File: src/rtl/cmp_arb_pkg.sv
// ---------------------------------------------------------------------------
// cmp_arb_pkg
//   Shared types and helpers for the shared-comparator arbiter.
//   - arb_state_t : sequencer states (idle / compare / respond)
//   - id_width()  : width of a requester index for a given requester count
//   Optional build macro used by the design: CMP_SIGNED_EN (signed compare).
// ---------------------------------------------------------------------------
package cmp_arb_pkg;

  typedef enum logic [1:0] {
    S_IDLE = 2'd0,
    S_CMP  = 2'd1,
    S_RESP = 2'd2
  } arb_state_t;

  localparam int DEFAULT_N    = 32;
  localparam int DEFAULT_NREQ = 4;

  // Index width for nreq requesters; never narrower than one bit.
  function automatic int id_width(input int nreq);
    return (nreq > 1) ? $clog2(nreq) : 1;
  endfunction

endpackage

File: src/rtl/comparator_nbit.sv
// ---------------------------------------------------------------------------
// comparator_nbit
//   Purely combinational N-bit unsigned magnitude comparator.
//   Ports:
//     a, b     in  N  operands
//     lesser   out 1  a < b
//     greater  out 1  a > b
//     equal    out 1  a == b
//   Exactly one output is high for any operand pair.
// ---------------------------------------------------------------------------
module comparator_nbit #(
  parameter int N = 32
) (
  input  logic [N-1:0] a,
  input  logic [N-1:0] b,
  output logic         lesser,
  output logic         greater,
  output logic         equal
);

  assign lesser  = (a < b);
  assign greater = (a > b);
  assign equal   = (a == b);

endmodule

File: src/rtl/cmp_share_arbiter.sv
// ---------------------------------------------------------------------------
// cmp_share_arbiter
//   Shares one N-bit magnitude comparator among NREQ requesters. A
//   round-robin pick accepts one requester's operands, the comparator
//   evaluates them for one cycle, and the result is presented with the
//   requester index until the consumer takes it.
//
//   Ports:
//     clk          in   1       rising-edge clock
//     rst_n        in   1       asynchronous active-low reset
//     req_valid    in   NREQ    per-requester operand valid
//     req_ready    out  NREQ    one-hot accept (combinational, idle only)
//     req_a        in   NREQ*N  operand a, requester i at [i*N +: N]
//     req_b        in   NREQ*N  operand b, requester i at [i*N +: N]
//     rsp_valid    out  1       result valid
//     rsp_ready    in   1       consumer accepts result
//     rsp_id       out  ID_W    requester index of the result
//     rsp_lesser   out  1       a < b
//     rsp_greater  out  1       a > b
//     rsp_equal    out  1       a == b
//
//   Build option:
//     CMP_SIGNED_EN  defined -> operands treated as two's complement by
//                    flipping both MSBs ahead of the unsigned comparator.
//                    Undefined -> plain unsigned compare.
// ---------------------------------------------------------------------------
module cmp_share_arbiter
  import cmp_arb_pkg::*;
#(
  parameter  int N    = DEFAULT_N,
  parameter  int NREQ = DEFAULT_NREQ,
  localparam int ID_W = id_width(NREQ)
) (
  input  logic              clk,
  input  logic              rst_n,
  input  logic [NREQ-1:0]   req_valid,
  output logic [NREQ-1:0]   req_ready,
  input  logic [NREQ*N-1:0] req_a,
  input  logic [NREQ*N-1:0] req_b,
  output logic              rsp_valid,
  input  logic              rsp_ready,
  output logic [ID_W-1:0]   rsp_id,
  output logic              rsp_lesser,
  output logic              rsp_greater,
  output logic              rsp_equal
);

  arb_state_t      state_reg;
  logic [ID_W-1:0] rr_reg;
  logic [ID_W-1:0] id_reg;
  logic [N-1:0]    a_reg;
  logic [N-1:0]    b_reg;

  // Per-requester views of the flat operand buses.
  logic [N-1:0] a_arr [NREQ];
  logic [N-1:0] b_arr [NREQ];

  genvar gi;
  generate
    for (gi = 0; gi < NREQ; gi++) begin : g_split
      assign a_arr[gi] = req_a[gi*N +: N];
      assign b_arr[gi] = req_b[gi*N +: N];
    end
  endgenerate

  // Round-robin search starting at rr_reg and wrapping at NREQ-1.
  logic            hit_next;
  logic [ID_W-1:0] pick_next;
  logic [ID_W-1:0] idx_next;
  int              idx_full;

  always_comb begin
    hit_next  = 1'b0;
    pick_next = '0;
    idx_next  = '0;
    idx_full  = 0;
    for (int i = 0; i < NREQ; i++) begin
      idx_full = int'(rr_reg) + i;
      if (idx_full >= NREQ) idx_full = idx_full - NREQ;
      idx_next = ID_W'(idx_full);
      if (!hit_next && req_valid[idx_next]) begin
        hit_next  = 1'b1;
        pick_next = idx_next;
      end
    end
  end

  // Accept strobe exists only in IDLE; it is also forced low while reset is
  // asserted so every output reads 0 during reset.
  generate
    for (gi = 0; gi < NREQ; gi++) begin : g_ready
      assign req_ready[gi] = rst_n && (state_reg == S_IDLE) && hit_next &&
                             (pick_next == ID_W'(gi));
    end
  endgenerate

  // Comparator inputs. In the signed build, flipping the MSB maps two's
  // complement order onto unsigned order (adds a 2^(N-1) bias to both).
  logic [N-1:0] cmp_a_next;
  logic [N-1:0] cmp_b_next;
  logic         cmp_lesser;
  logic         cmp_greater;
  logic         cmp_equal;

`ifdef CMP_SIGNED_EN
  assign cmp_a_next = {~a_reg[N-1], a_reg[N-2:0]};
  assign cmp_b_next = {~b_reg[N-1], b_reg[N-2:0]};
`else
  assign cmp_a_next = a_reg;
  assign cmp_b_next = b_reg;
`endif

  comparator_nbit #(
    .N (N)
  ) u_cmp (
    .a       (cmp_a_next),
    .b       (cmp_b_next),
    .lesser  (cmp_lesser),
    .greater (cmp_greater),
    .equal   (cmp_equal)
  );

  // Next round-robin start: one past the requester just served.
  logic [ID_W-1:0] rr_next;
  assign rr_next = (id_reg == ID_W'(NREQ - 1)) ? '0 : id_reg + ID_W'(1);

  always_ff @(posedge clk or negedge rst_n) begin
    if (!rst_n) begin
      state_reg   <= S_IDLE;
      rr_reg      <= '0;
      id_reg      <= '0;
      a_reg       <= '0;
      b_reg       <= '0;
      rsp_valid   <= 1'b0;
      rsp_id      <= '0;
      rsp_lesser  <= 1'b0;
      rsp_greater <= 1'b0;
      rsp_equal   <= 1'b0;
    end else begin
      case (state_reg)
        S_IDLE: begin
          if (hit_next) begin
            a_reg     <= a_arr[pick_next];
            b_reg     <= b_arr[pick_next];
            id_reg    <= pick_next;
            state_reg <= S_CMP;
          end
        end
        S_CMP: begin
          rsp_valid   <= 1'b1;
          rsp_id      <= id_reg;
          rsp_lesser  <= cmp_lesser;
          rsp_greater <= cmp_greater;
          rsp_equal   <= cmp_equal;
          state_reg   <= S_RESP;
        end
        S_RESP: begin
          // Flags are cleared with rsp_valid so they never linger.
          if (rsp_ready) begin
            rsp_valid   <= 1'b0;
            rsp_id      <= '0;
            rsp_lesser  <= 1'b0;
            rsp_greater <= 1'b0;
            rsp_equal   <= 1'b0;
            rr_reg      <= rr_next;
            state_reg   <= S_IDLE;
          end
        end
        default: begin
          state_reg <= S_IDLE;
        end
      endcase
    end
  end

endmodule

File: config.mk
export PLATFORM = sky130hd
export DESIGN_NAME = cmp_share_arbiter
export DESIGN_NICKNAME = d
export VERILOG_FILES = /design/src/rtl/cmp_arb_pkg.sv /design/src/rtl/comparator_nbit.sv /design/src/rtl/cmp_share_arbiter.sv
export SDC_FILE = /design/constraint.sdc
export NUM_CORES = 1
export LEC_CHECK = 0
export CAP_MARGIN = 15
export CORE_MARGIN = 3
export CORE_UTILIZATION = 38
export CTS_BUF_LIST = sky130_fd_sc_hd__clkbuf_2
export DETAILED_ROUTE_END_ITERATION = 6
export HOLD_SLACK_MARGIN = 0.02
export PLACE_DENSITY_LB_ADDON = 0.25
export SLEW_MARGIN = 10
export SYNTH_ARGS = -nofsm -noshare
export SYNTH_HDL_FRONTEND = slang
export SYNTH_SLANG_ARGS = --single-unit
File: constraint.sdc
create_clock -name clk -period 2.1 [get_ports clk]
set_input_delay 0.42 -clock clk [delete_from_list [all_inputs] [get_ports clk]]
set_output_delay 0.42 -clock clk [all_outputs]
set_load 0.01 [all_outputs]
==> metrics.yaml <==
synth:
  avgSynthCellArea_sq_um: 13.8
  yosys_register_bits: 76
  ys_types: 43
  synth_nets: 684
  synthTopCellsByArea: "dfrtp_1 35%, mux4_2 27%, mux2_2 14%, ha_1 7.7%, inv_1 2.3%"
  synth_top_area_frac: 0.355
  synthArstFlopShare: 1.00
  synth_top_cell_by_area: "dfrtp_1"
  synth_warnings: 0
  synth_edf_count: 0
  syn_inst: 388
  synth_ff_type: "dfrtp_1"
  ys_seq_area_frac: 0.355
  syn_area_sq_um: 5360
clocking:
  root_buffer: "clkbuf_2"
  cts_max_level: 3
  cts.clk_slew.worst_paths_ns: 0.23
  numCtsBuffers: 9
  clock_path_buffers: 2
  numClockSinks: 76
  cts_tree: "done"
  hold_buffers: 0
  clkLatencyLatePin_ns: 0.50
layout:
  final_common_cell: "clkdlybuf4s50_1"
  final_cell_area_sq_um: 9010
  drive_above_1_share: 0.322
  nFillCells: 1018
  fin_nets: 978
  final_cell_mix: "267 x clkdlybuf4s50_1, 75 x dfrtp_1, 64 x mux4_2"
  area_growth_pct: 68.1
  final_cells: 864
placement:
  dpl-instance-area_sq_um: 8380
  place_inst: 835
  place.gp.congestion: 0.840
  hpwlAfterDp_um: 12500
  place.port_buffers: 272
route:
  drtIter0Drc: 172
  routed_wirelength_um: 16300
  dr.pass1.iters: 4
  antenna_left: 0
  wl_met1_um: 6450
  viasPerCell: 5.28
  routedWlPerCell_um: 18.9
  dr_wl_met2_um: 8850
  wl_met3_um: 785
  vias: 4561
  routed.top_layer: "met4"
  drcViolationCount: 0
pwr:
  p_total_w: 0.0105
  ir_drop_mv: 0.509
  power.leakage_nw: 3.67
  power_density_nw_per_um2: 1170
worst_setup_path:
  critPathMaxFanout: 6
  worstPathRequired_ns: 2.49
  cpMaxStageDelayCell: "clkdlybuf4s50_1"
  critPathMaxStageDelay_ns: 0.58
  crit_buf_inv: 3
  crit_arrival_ns: 2.79
  start_kind: "input port"
  crit_type: "input port to register"
  critPathTopFamily: "buffers and inverters"
  critical_path.cell_chain: "clkdlybuf4s50_1 > nand2_1 > a311oi_4 > buf_4 > bufbuf_16 > mux4_2 > mux2_2"
  endpoint_kind: "register"
timing:
  maxSlewViolCount: 0
  setup_viol: 68
  period_needed_ns: 2.41
  finalHoldViolCount: 0
  fmax_ghz: 0.416
  maxSlewHeadroom: 0.348
  layout_setup_ws_ns: -0.306
  rsz0062_at_grt: "yes"
  finClkSkew_ns: 0.0338
  post-route-period-util: 1.15
  worst_pin_slew_ns: 0.978
global_route:
  grt_pass1_vias: 5083
  overflow: 0
  grt_max_degree: 77
  grtUsageTotal: 0.206
  grt_pass1_wl_um: 25800
  antenna_found_initial: 1
floorplan:
  num_rows: 42
  die_h_um: 125
  io_pins: 273
  fp.dieW_um: 125
  die_area_sq_um: 15600
  core_sq_um: 13500
  initial_core_util: 0.397
outcome:
  outcome: "complete, but fails checks"
  violations: "setup timing"
run:
  cap_violations: 0
worst_hold_path:
  hold_class: "input port to asynchronous set/reset pin"
power breakdown:
group / internal [W] / switching (W)
combinational: 0.00411 / 0.00274
clock: 0.000390 / 0.000510
sequential: 0.00224 / 0.000541
layout make-up:
cell class	instances	area, sq um	area share
clock buffer	10	50.0	0.00555
tap	176	220	0.0244
antenna	1	2.50	0.000278
sequential	76	1900	0.211
multi-input combinational	256	3500	0.388
timing repair buffer	306	3140	0.348
inverter	33	124	0.0137
clock inverter	6	78.8	0.00874
path summary, 6_finish.rpt:
path	from	end	slack (ns)	cells after the start
setup / recovery	req_valid[3]	b_reg[28]	-0.31	7
hold / removal	rst_n	b_reg[11]	0.13	2
setup reg to reg	rr_reg[1]	b_reg[28]	-0.29	7
hold reg to reg	b_reg[29]	b_reg[29]	0.53	1
min in group clk	b_reg[29]	b_reg[29]	0.53	1
max in group asynchronous	rst_n	b_reg[2]	1.27	2
through the flow:
step	setup TNS [ns]	utilization	worst slack, ns	hold slack, ns
3_5_place_dp	-46.24	0.621	-0.721	0.498
5_1_grt	-17.14	0.668	-0.378	0.205
2_1_floorplan	0	-	0.0111	0.124
4_1_cts	-19.80	0.650	-0.369	0.161
3_3_place_gp	-43.44	0.621	-0.681	0.489
6_report	-14.59	0.668	-0.306	0.131
kinds of logic after synthesis:
| group | Yosys count | synth area share |
|---|---|---|
| multiplexers | 131 | 0.409 |
| flip-flops | 76 | 0.355 |
| buffers and inverters | 56 | 0.0532 |
| AND/OR/NAND/NOR | 49 | 0.0471 |
| AO/OA/AOI/OAI | 43 | 0.0588 |
| adder cells (fa/ha/maj) | 33 | 0.0770 |
cell usage after synthesis, drive strengths merged, types with 2 or more instances:
library cell and instances:
o22ai 2, mux4 64, nor2 10, o21a 2, ha 33, dfrtp 76
inv 33, buf 16, o21ai 3, a21oi 16, nand3 6, clkbuf 7
nand3b 2, o31ai 2, a211oi 5, nand4 7, nand2b 6, mux2 67
nand2 13
repair_timing:
| item | CTS | global route |
|---|---|---|
| pin swaps | 5 | 15 |
| cloned | 4 | 1 |
| buffers inserted | 6 | 6 |
| resized for setup | 48 | 44 |
| setup endpoints to repair | 70 | 72 |
metal layers:
metal	up-vias	GRT usage
met2	164	0.379
met3	15	0.0313
met1	2286	0.248
met4	0	0.0612
met5	-	0
li1	2096	-
Power figures use the tool's default switching activity.
